--- config.mk ---
export PLATFORM = sky130hd
export DESIGN_NAME = in_service_control_flat
export DESIGN_NICKNAME = d
export VERILOG_FILES = /design/src/rtl/in_service_control_pkg.sv /design/src/rtl/in_service_control_if.sv /design/src/rtl/in_service_control_isr_priority_scan.sv /design/src/rtl/in_service_control.sv /design/src/flat_wrapper.sv
export SDC_FILE = /design/constraint.sdc
export NUM_CORES = 1
export LEC_CHECK = 0
export ABC_AREA = 1
export CAP_MARGIN = 5
export CORE_MARGIN = 10
export CORE_UTILIZATION = 55
export CTS_BUF_LIST = sky130_fd_sc_hd__clkbuf_8
export DETAILED_ROUTE_END_ITERATION = 8
export HOLD_SLACK_MARGIN = 0.08
export PLACE_DENSITY = 0.85
export SYNTH_ARGS = -nofsm -noshare
export SYNTH_HDL_FRONTEND = slang
export SYNTH_SLANG_ARGS = --single-unit
export TNS_END_PERCENT = 20
--- constraint.sdc ---
create_clock -name clock -period 7.4 [get_ports clock]
set_input_delay 1.11 -clock clock [delete_from_list [all_inputs] [get_ports clock]]
set_output_delay 1.11 -clock clock [all_outputs]
set_load 0.02 [all_outputs]
--- src/rtl/in_service_control_pkg.sv ---
// Shared types for the 8259A in-service stage: FSM states,
// OCW2 command codes and a one-hot encoder.
package pic_pkg;

    typedef enum logic [1:0] {
        IDLE,
        ACK1,
        ACK2
    } state_t;

    localparam logic [2:0] OCW2_CLR_AROT = 3'b000;
    localparam logic [2:0] OCW2_NS_EOI   = 3'b001;
    localparam logic [2:0] OCW2_NOP      = 3'b010;
    localparam logic [2:0] OCW2_S_EOI    = 3'b011;
    localparam logic [2:0] OCW2_SET_AROT = 3'b100;
    localparam logic [2:0] OCW2_ROT_NS   = 3'b101;
    localparam logic [2:0] OCW2_SET_PRI  = 3'b110;
    localparam logic [2:0] OCW2_ROT_S    = 3'b111;

    function automatic logic [2:0] encode(input logic [7:0] onehot);
        logic [2:0] r;
        r = '0;
        for (int i = 0; i < 8; i++) begin
            if (onehot[i]) r = r | i[2:0];
        end
        return r;
    endfunction

endpackage

--- src/rtl/in_service_control_if.sv ---
// Bundle between the PIC register/resolver side and the
// in-service control stage, plus the CPU INTA/data bus pins.
interface in_service_control_if;

    logic [7:0] interrupt;
    logic       inta_low;
    logic [4:0] vector_base;
    logic       auto_eoi;
    logic       ocw2_valid;
    logic [2:0] ocw2_cmd;
    logic [2:0] ocw2_level;
    logic       interrupt_out;
    logic [7:0] in_service_register;
    logic [2:0] priority_rotate;
    logic [7:0] clear_interrupt_request;
    logic [7:0] data_bus_out;
    logic       data_bus_drive;

    modport master (
        output interrupt, inta_low, vector_base, auto_eoi,
        output ocw2_valid, ocw2_cmd, ocw2_level,
        input  interrupt_out, in_service_register,
        input  priority_rotate, clear_interrupt_request,
        input  data_bus_out, data_bus_drive
    );

    modport slave (
        input  interrupt, inta_low, vector_base, auto_eoi,
        input  ocw2_valid, ocw2_cmd, ocw2_level,
        output interrupt_out, in_service_register,
        output priority_rotate, clear_interrupt_request,
        output data_bus_out, data_bus_drive
    );

endinterface

--- src/rtl/in_service_control_isr_priority_scan.sv ---
// Finds the highest-priority in-service level, scanning upward
// from the level just above the lowest-priority one.
module isr_priority_scan (
    input  logic [7:0] isr,
    input  logic [2:0] rotate,
    output logic [2:0] level,
    output logic       valid
);

    logic [2:0] idx;

    always_comb begin
        level = '0;
        valid = 1'b0;
        idx   = '0;
        for (int i = 1; i <= 8; i++) begin
            idx = rotate + i[2:0];
            if (!valid && isr[idx]) begin
                valid = 1'b1;
                level = idx;
            end
        end
    end

endmodule

--- src/rtl/in_service_control.sv ---
// INT/INTA sequencing, In-Service Register, rotating priority
// and OCW2 EOI handling for the 8259A model.
module in_service_control
    import pic_pkg::*;
#(
    parameter int SPURIOUS_LEVEL = 7
) (
    input logic           clock,
    input logic           reset,
    in_service_control_if.slave bus
);

    state_t     state;
    logic       inta_low_q;
    logic [2:0] ack_level;
    logic       spurious;
    logic       auto_rotate;
    logic [7:0] isr;
    logic [2:0] rot;
    logic       int_out;
    logic [7:0] clr;
    logic [7:0] dout;
    logic       drive;

    logic       inta_rise;
    logic [2:0] scan_level;
    logic       scan_valid;
    logic [7:0] ocw_clear;
    logic [7:0] aeoi_clear;
    logic [7:0] set_mask;
    logic       ack_end;

    assign inta_rise = bus.inta_low & ~inta_low_q;
    assign ack_end   = (state == ACK2) & ~bus.inta_low;

    isr_priority_scan u_scan (
        .isr    (isr),
        .rotate (rot),
        .level  (scan_level),
        .valid  (scan_valid)
    );

    // OCW2 clears are judged against the ISR before this cycle's update
    always_comb begin
        ocw_clear = '0;
        if (bus.ocw2_valid) begin
            case (bus.ocw2_cmd)
                OCW2_NS_EOI, OCW2_ROT_NS:
                    if (scan_valid) ocw_clear[scan_level] = 1'b1;
                OCW2_S_EOI, OCW2_ROT_S:
                    ocw_clear[bus.ocw2_level] = 1'b1;
                default: ocw_clear = '0;
            endcase
        end
    end

    always_comb begin
        set_mask   = '0;
        aeoi_clear = '0;
        if (state == IDLE && inta_rise && |bus.interrupt)
            set_mask = 8'b1 << encode(bus.interrupt);
        if (ack_end && bus.auto_eoi && !spurious)
            aeoi_clear = 8'b1 << ack_level;
    end

    always_ff @(posedge clock or posedge reset) begin
        if (reset) begin
            state       <= IDLE;
            inta_low_q  <= 1'b0;
            ack_level   <= '0;
            spurious    <= 1'b0;
            auto_rotate <= 1'b0;
            isr         <= '0;
            rot         <= 3'd7;
            int_out     <= 1'b0;
            clr         <= '0;
            dout        <= '0;
            drive       <= 1'b0;
        end else begin
            inta_low_q <= bus.inta_low;
            clr        <= '0;
            isr        <= (isr & ~(ocw_clear | aeoi_clear))
                          | set_mask;
            case (state)
                IDLE: begin
                    int_out <= |bus.interrupt;
                    if (inta_rise) begin
                        ack_level <= |bus.interrupt
                                     ? encode(bus.interrupt)
                                     : 3'(SPURIOUS_LEVEL);
                        spurious  <= ~|bus.interrupt;
                        clr       <= set_mask;
                        int_out   <= 1'b0;
                        state     <= ACK1;
                    end
                end
                ACK1: begin
                    int_out <= 1'b0;
                    if (inta_rise) begin
                        dout  <= {bus.vector_base, ack_level};
                        drive <= 1'b1;
                        state <= ACK2;
                    end
                end
                ACK2: begin
                    if (bus.inta_low) begin
                        dout <= {bus.vector_base, ack_level};
                    end else begin
                        drive <= 1'b0;
                        state <= IDLE;
                        if (bus.auto_eoi && auto_rotate && !spurious)
                            rot <= ack_level;
                    end
                end
                default: state <= IDLE;
            endcase
            // a same-cycle OCW2 rotate takes precedence over AEOI rotate
            if (bus.ocw2_valid) begin
                case (bus.ocw2_cmd)
                    OCW2_ROT_NS:
                        if (scan_valid) rot <= scan_level;
                    OCW2_ROT_S, OCW2_SET_PRI:
                        rot <= bus.ocw2_level;
                    OCW2_SET_AROT: auto_rotate <= 1'b1;
                    OCW2_CLR_AROT: auto_rotate <= 1'b0;
                    default: ;
                endcase
            end
        end
    end

    assign bus.interrupt_out           = int_out;
    assign bus.in_service_register     = isr;
    assign bus.priority_rotate         = rot;
    assign bus.clear_interrupt_request = clr;
    assign bus.data_bus_out            = dout;
    assign bus.data_bus_drive          = drive;

endmodule

--- src/flat_wrapper.sv ---
// flat-port wrapper written by rule: the top's interface ports become plain ports
module in_service_control_flat import pic_pkg::*;
#(
    parameter int SPURIOUS_LEVEL = 7
)
  (clock, reset, bus_interrupt, bus_inta_low, bus_vector_base, bus_auto_eoi, bus_ocw2_valid, bus_ocw2_cmd, bus_ocw2_level, bus_interrupt_out, bus_in_service_register, bus_priority_rotate, bus_clear_interrupt_request, bus_data_bus_out, bus_data_bus_drive);
  in_service_control_if bus_i ();
  input logic clock;
  input logic reset;
  input wire logic [$bits(bus_i.interrupt)-1:0] bus_interrupt;
  input wire logic [$bits(bus_i.inta_low)-1:0] bus_inta_low;
  input wire logic [$bits(bus_i.vector_base)-1:0] bus_vector_base;
  input wire logic [$bits(bus_i.auto_eoi)-1:0] bus_auto_eoi;
  input wire logic [$bits(bus_i.ocw2_valid)-1:0] bus_ocw2_valid;
  input wire logic [$bits(bus_i.ocw2_cmd)-1:0] bus_ocw2_cmd;
  input wire logic [$bits(bus_i.ocw2_level)-1:0] bus_ocw2_level;
  output wire logic [$bits(bus_i.interrupt_out)-1:0] bus_interrupt_out;
  output wire logic [$bits(bus_i.in_service_register)-1:0] bus_in_service_register;
  output wire logic [$bits(bus_i.priority_rotate)-1:0] bus_priority_rotate;
  output wire logic [$bits(bus_i.clear_interrupt_request)-1:0] bus_clear_interrupt_request;
  output wire logic [$bits(bus_i.data_bus_out)-1:0] bus_data_bus_out;
  output wire logic [$bits(bus_i.data_bus_drive)-1:0] bus_data_bus_drive;
  assign bus_i.interrupt = bus_interrupt;
  assign bus_i.inta_low = bus_inta_low;
  assign bus_i.vector_base = bus_vector_base;
  assign bus_i.auto_eoi = bus_auto_eoi;
  assign bus_i.ocw2_valid = bus_ocw2_valid;
  assign bus_i.ocw2_cmd = bus_ocw2_cmd;
  assign bus_i.ocw2_level = bus_ocw2_level;
  assign bus_interrupt_out = bus_i.interrupt_out;
  assign bus_in_service_register = bus_i.in_service_register;
  assign bus_priority_rotate = bus_i.priority_rotate;
  assign bus_clear_interrupt_request = bus_i.clear_interrupt_request;
  assign bus_data_bus_out = bus_i.data_bus_out;
  assign bus_data_bus_drive = bus_i.data_bus_drive;
  in_service_control #(.SPURIOUS_LEVEL(SPURIOUS_LEVEL)) u_core (.clock(clock), .reset(reset), .bus(bus_i));
endmodule
# Word level (Yosys, flattened, before mapping)
# Cells that the tools add are included.
[classes] mux=71 eq_ne=12 reduce_logical=38 shifts=2 n_bitwise=8 n_lt_le_gt_ge=12 n_addsub=7
[ops] op="8-bit 2-to-1 mux" count=8
[ops] op="3-bit 2-to-1 mux" count=19
[ops] op="3-bit by 4-bit < comparator with 1-bit output (second input constant)" count=10
[ops] op="8-bit case mux with 2 select lines" count=2
[ops] op="1-bit binary-select mux with 3-bit select" count=8
[ops] op="1-bit 2-to-1 mux" count=22
[ops] op="8-bit OR" count=2
[ops] op="1-bit by 3-bit << shifter with 8-bit output (first input constant)" count=2
[ops] op="1-bit logical AND" count=15
[ops] op="3-bit adder (second input constant)" count=4
[ops] op="3-bit == test (second input constant)" count=4
[ops] op="2-bit 2-to-1 mux" count=5
[ops] op="1-bit zero test" count=9
[ops] op="3-bit AND reduction" count=3
[ops] op="8-bit AND" count=1
[ops] op="8-bit NOT" count=1
[ops] op="8-bit OR reduction" count=1
[ops] op="3-bit by 2-bit adder with 3-bit output (second input constant)" count=2
[ops] op="1-bit demux with 3-bit select" count=2
[ops] op="3-bit by 1-bit >= comparator with 1-bit output (second input constant)" count=2
[ops] op="1-bit case mux with 2 select lines" count=3
[ops] op="2-bit case mux with 3 select lines" count=1
[ops] op="3-bit case mux with 2 select lines" count=1
[ops] op="2-bit nonzero test" count=3
[ops] op="13 further kinds" count=20
[word_totals] reg_bits=37 inputBits=24

# Depth between registers and ports, before layout
[depth] ltp_word=36 mapped_depth=20

# Modules after synthesis
# Synthesis repeated with hierarchy kept, for this count alone.
[unflattened] cells_unflattened=374 area_unflattened_um2=2695.1
[modules_own_cells] module="in_service_control" area_per_inst_um2=1931.9 cells_per_inst=232 n_inst=1 seq_area_each_um2=929.6
[modules_own_cells] module="isr_priority_scan" area_per_inst_um2=763.2 cells_per_inst=142 n_inst=1 seq_area_each_um2=0.0

# Worst setup path after synthesis
# No wires, ideal clock.
[synth_timing] path_kind="flip-flop to flip-flop" start="register u_core.rot[1] (netlist: u_core.bus.priority_rotate[1])" end="register u_core.isr[4] (netlist: u_core.bus.in_service_register[4])" setup_ns=0.116 stages_incl_launch_ff=17 t_arrival_ns=2.494 period_less_slack_ns=2.610 setup_slack_ns=4.790 cell_sequence="dfstp_2 > inv_1 > ha_1 > inv_1 > nand3_1 > nand3_2 > nand2_2 > nor2_8 > nand4_4 > nor3_1 > nand3_1 > nand3_1 > nand2_1 > o21ai_1 > nand2_1 > nand2_1 > nand2_1"
[synth_between] elab_chain_cells=36 word_cells_on_any_way=65 classes_between="7 x add/sub; 2 x order compare; 37 x mux; 4 x bitwise; 15 x reduce/logical"
[synth_rtl] item="start: declaration" line_no="in_service_control.sv:19" source="logic [2:0] rot;"
[synth_rtl] item="start signal: assignment" line_no="in_service_control.sv:112" source="rot <= ack_level;"
[synth_rtl] item="start signal: assignment" line_no="in_service_control.sv:121" source="if (scan_valid) rot <= scan_level;"
[synth_rtl] item="start signal: assignment" line_no="in_service_control.sv:123" source="rot <= bus.ocw2_level;"
[synth_rtl] item="3-bit by 1-bit adder with 3-bit output" line_no="in_service_control_isr_priority_scan.sv:17" source="idx = rotate + i[2:0];"
[synth_rtl] item="1-bit binary-select mux with 3-bit select" line_no="in_service_control_isr_priority_scan.sv:18" source="if (!valid && isr[idx]) begin"
[synth_rtl] item="1-bit 2-to-1 mux (implied by the code)" line_no="in_service_control_isr_priority_scan.sv:18"
[synth_rtl] item="1-bit 2-to-1 mux" line_no="in_service_control_isr_priority_scan.sv:18"
[synth_rtl] item="1-bit zero test" line_no="in_service_control_isr_priority_scan.sv:18"
[synth_rtl] item="1-bit logical AND" line_no="in_service_control_isr_priority_scan.sv:18"
[synth_rtl] item="1-bit 2-to-1 mux" line_no="in_service_control_isr_priority_scan.sv:18"
[synth_rtl] item="1-bit zero test" line_no="in_service_control_isr_priority_scan.sv:18"
[synth_rtl] item="[20 not listed]"
[synth_rtl] item="1-bit demux with 3-bit select"
[synth_rtl] item="8-bit 2-to-1 mux (*)" line_no="in_service_control.sv:49" source="if (scan_valid) ocw_clear[scan_level] = 1'b1;"
[synth_rtl] item="8-bit case mux with 2 select lines (*)" line_no="in_service_control.sv:47" source="case (bus.ocw2_cmd)"
[synth_rtl] item="8-bit 2-to-1 mux (*)" line_no="in_service_control.sv:46" source="if (bus.ocw2_valid) begin"
[synth_rtl] item="8-bit OR (*)" line_no="in_service_control.sv:82" source="isr <= (isr & ~(ocw_clear | aeoi_clear))"
[synth_rtl] item="8-bit NOT (*)" line_no="in_service_control.sv:82"
[synth_rtl] item="8-bit AND (*)" line_no="in_service_control.sv:82"
[synth_rtl] item="8-bit OR (*)" line_no="in_service_control.sv:83" source="| set_mask;"
[synth_rtl] item="end signal: assignment" line_no="in_service_control.sv:82"
[synth_rtl] item="end: declaration" line_no="in_service_control.sv:18" source="logic [7:0] isr;"
# Mark *: on every way between the ends. The rest lies on a longest branch, timed or not. The select of a mux whose other input is x is not followed.
# A chain may end at the register's enable or synchronous reset.

# Worst setup path in the final report
[layout_timing] start="register u_core.rot[1] (netlist: u_core.bus.priority_rotate[1])" end="register u_core.isr[0] (netlist: u_core.bus.in_service_register[0])"
# Same word-level chain as after synthesis.

==> impl_results.rst <==
.. list-table::
   :header-rows: 1

   * - Metric
     - Value
   * - Kind of end point of the critical path
     - flop
   * - H-Tree Depth
     - 2
   * - Leading cell type in the layout, fill and taps excluded
     - sky130_fd_sc_hd__nand2_1
   * - Min Tclk post-route
     - 3.12 ns
   * - Final number of max-transition violations
     - 0
   * - Post-synthesis instance area
     - 0.00267 mm^2
   * - #FFs+latches synth
     - 37
   * - TritonCTS clock tree
     - built
   * - Number of sinks driven by the clock tree
     - 37
   * - Initial drt markers
     - 137
   * - Vertical die dimension
     - 89.6 um
   * - Number of maximum-capacitance constraint violations
     - 0
   * - Final Skew
     - 0.00601 ns
   * - CTS root buf
     - sky130_fd_sc_hd__clkbuf_8
   * - I/O pins
     - 53
   * - Library cells used by synthesis
     - 40
   * - Sequential cell area fraction in the yosys report
     - 34.8%
   * - Power density relative to cell area
     - 502 mW/mm^2
   * - Critical path class
     - reg2reg
   * - Clk Latency, worst-skew pair
     - 0.29 ns
   * - Critical path's slowest cell
     - sky130_fd_sc_hd__dfstp_2
   * - GR Overflow Total
     - 0
   * - Unrepaired setup endpoints after global routing
     - no
   * - Most area-consuming cells after synthesis
     - sky130_fd_sc_hd__dfrtp_1 (32%), sky130_fd_sc_hd__nand2_1 (15%), sky130_fd_sc_hd__nand3_1 (9.2%), sky130_fd_sc_hd__inv_1 (7.5%), sky130_fd_sc_hd__nor2_1 (4.4%)
   * - Cell taking the most area after synthesis
     - sky130_fd_sc_hd__dfrtp_1
   * - Top cell by count, worst path
     - sky130_fd_sc_hd__nand2_1
   * - Count of vias placed by the detailed router
     - 2647
   * - Global-route wire length before repair
     - 11900 um
   * - Final antenna diode count
     - 0
   * - Total placed cells including tap cells
     - 496
   * - Total negative slack
     - 0 ns
   * - Syn. warnings
     - 0
   * - Detailed Route WL
     - 6950 um
   * - Row Count
     - 25
   * - Register-to-Register Path Depth
     - 18
   * - Number of vias per cell after detailed routing
     - 5.25
   * - Achievable Freq
     - 320 MHz
   * - Result of the run
     - complete, no violations
   * - Worst-Margin Slew
     - 0.596 ns
   * - Total core area
     - 0.00472 mm^2
   * - Clock Tree Buf Depth
     - 2
   * - Overall die width
     - 89.6 um
   * - Setup Viol. Count Final
     - 0
   * - Gr usage total
     - 18.7%
   * - DRC Markers
     - 0
   * - Total clock buffers created by CTS
     - 5
   * - HPWL Detailed
     - 5560 um
   * - Hold path depth
     - 2
   * - Antenna violations before repair
     - 0
   * - Peak supply drop
     - 0.242 mV
   * - Max-slew headroom
     - 59.9%
   * - Highest net fanout along the worst path
     - 13
   * - Effective utilization at floorplan
     - 56.5%
   * - Buffers inserted during post-CTS setup optimization
     - 0
   * - Area Growth Syn to Fin
     - 24.4%
   * - Cells resized by post-CTS repair
     - 0
   * - Number of buffers added on ports
     - 52
   * - Mean cell area of the mapped netlist
     - 7.00 um^2
   * - Signal arrival time at the worst endpoint
     - 3.31 ns
   * - Launching element type of the critical path
     - flop
   * - Worst endpoint required time
     - 7.58 ns
   * - Clk pin slew, worst setup/hold paths
     - 0.08 ns
   * - Worst path max stage delay
     - 0.70 ns
   * - Period utilisation layout
     - 42.2%
   * - Fraction of final layout cells sized beyond drive strength 1
     - 10.3%
   * - Area share of the largest cell type after synthesis
     - 31.9%
   * - Area enclosed by the die boundary
     - 0.00804 mm^2
   * - Cell chain of the critical path
     - inv_1 -> ha_1 -> inv_1 -> nand3_1 -> nand3_2 -> nand2_2 -> nor2_8 -> nand3_1 -> inv_1 -> nand3b_1 -> nand3_1 -> nand2_1 -> nor2_2 -> nand2_1 -> o21ai_1 -> nand2_1 -> nand2_1 -> nand2_1
   * - Lkg Pwr
     - 1.57 nW
   * - Synthesized instance count
     - 381
   * - Final-stage net count
     - 465
   * - Final GP Congestion
     - 1.06
   * - Routed wire per std cell
     - 13.8 um
   * - Top library cells by usage in the layout, fill and taps aside
     - sky130_fd_sc_hd__nand2_1 (109), sky130_fd_sc_hd__inv_1 (55), sky130_fd_sc_hd__clkdlybuf4s50_1 (52), sky130_fd_sc_hd__nand3_1 (49), sky130_fd_sc_hd__dfrtp_1 (34)
   * - Number of iterations in the first detailed-routing pass
     - 7
   * - Type of the worst min-delay path
     - reg2reg
   * - Hold-fix buffer count after cts
     - 0
   * - Number of global-route vias before repair
     - 2526
   * - Syn Nets
     - 410
   * - Non-filler instance count after layout
     - 504
   * - Pin count of the biggest net entering global routing
     - 38
   * - Total count of hold-check failures in the final report
     - 0
   * - Antenna-violating nets left
     - 0
-- final cells by class --
cell class / count / area [um^2]
clock buffer: 5 / 68.8
clock inverter: 3 / 15.0
fill: 401 / 1400
inverter: 57 / 214
multi-input combinational: 282 / 1480
sequential: 37 / 930
tap: 67 / 83.8
timing repair buffer: 53 / 528
-- sequential cells by signal, summed over array words and instances (netlist names) --
| register | flops |
|---|---|
| u_core.spurious | 1 |
| u_core.bus.in_service_register | 8 |
| u_core.bus.data_bus_out | 8 |
| u_core.bus.clear_interrupt_request | 8 |
| u_core.inta_low_q | 1 |
| u_core.auto_rotate | 1 |
| u_core.ack_level | 3 |
| u_core.state | 2 |
| u_core.bus.priority_rotate | 3 |
| u_core.bus.data_bus_drive | 1 |
| u_core.bus.interrupt_out | 1 |
-- worst max-delay path: cells and delay by family (launching register included) --
| family | cells | cell delay, ns |
|---|---|---|
| AOI/OAI and AO/OA | 1 | 0.14 |
| and+or+nand+nor | 13 | 1.36 |
| DFF | 1 | 0.70 |
| adders and majority gates | 1 | 0.39 |
| buffers and inverters | 3 | 0.45 |
-- cells in the mapped netlist, drive strengths merged --
cell type / n
nand2: 115
inv: 56
nand3: 56
nor2: 40
dfrtp: 34
o21ai: 23
o21a: 8
ha: 5
mux2: 5
nand4: 5
a22oi: 3
buf: 3
dfstp: 3
nand3b: 3
nor3: 3
a21oi: 2
clkbuf: 2
nor4: 2
o22ai: 2
or2: 2
xor2: 2
a211oi: 1
a31oi: 1
and2: 1
clkinv: 1
o21bai: 1
o41ai: 1
xnor2: 1
-- through the flow --
stage	hold slack, ns	util [%]	power [mW]	instance area [um^2]	worst slack [ns]
2_1_floorplan	0.481	-	1.24	2670	4.79
3_3_place_gp	0.468	68.5	1.50	3240	4.28
3_5_place_dp	0.493	68.5	1.52	3240	4.31
4_1_cts	0.511	70.3	1.66	3320	4.32
5_1_grt	0.518	70.3	1.83	3320	3.96
6_report	0.507	70.3	1.67	3320	4.28
-- worst paths after layout --
check / from / to / slack (ns)
setup / recovery: u_core.bus.priority_rotate[1] / u_core.bus.in_service_register[0] / 4.28
hold / removal: u_core.bus.data_bus_out[2] / u_core.bus.data_bus_out[2] / 0.51
setup reg to reg: u_core.bus.priority_rotate[1] / u_core.bus.in_service_register[0] / 4.28
hold reg to reg: u_core.bus.data_bus_out[2] / u_core.bus.data_bus_out[2] / 0.51
max in group asynchronous: reset / u_core.bus.priority_rotate[0] / 5.80
min in group asynchronous: reset / u_core.bus.data_bus_out[6] / 1.24
-- per-layer routing --
layer / vias to the layer above / routed length (um) / track usage [%]
met2: 98 / 3440 / 32.1
met5: - / 0 / 0
met1: 1199 / 2880 / 22.3
li1: 1334 / - / -
met4: 0 / 125 / 6.21
met3: 16 / 504 / 4.51
-- logic make-up (layout without fill, tap and decap cells) --
group | after synthesis | after routing | synth area share, %
simple gates | 227 | 227 | 40.2
buf+inv | 62 | 118 | 9.66
mux | 5 | 5 | 2.11
xor+xnor | 3 | 3 | 1.27
fa+ha+maj | 5 | 5 | 2.35
compound gates | 42 | 42 | 9.52
flops | 37 | 37 | 34.9
-- power by group --
part	internal, mW	leakage, nW	switching, mW
Combinational	0.436	1.07	0.756
Clock	0.0639	0.0467	0.0712
Sequential	0.269	0.454	0.0720
Total	0.769	1.57	0.899
Note: power is estimated with default switching activity, not from simulation.
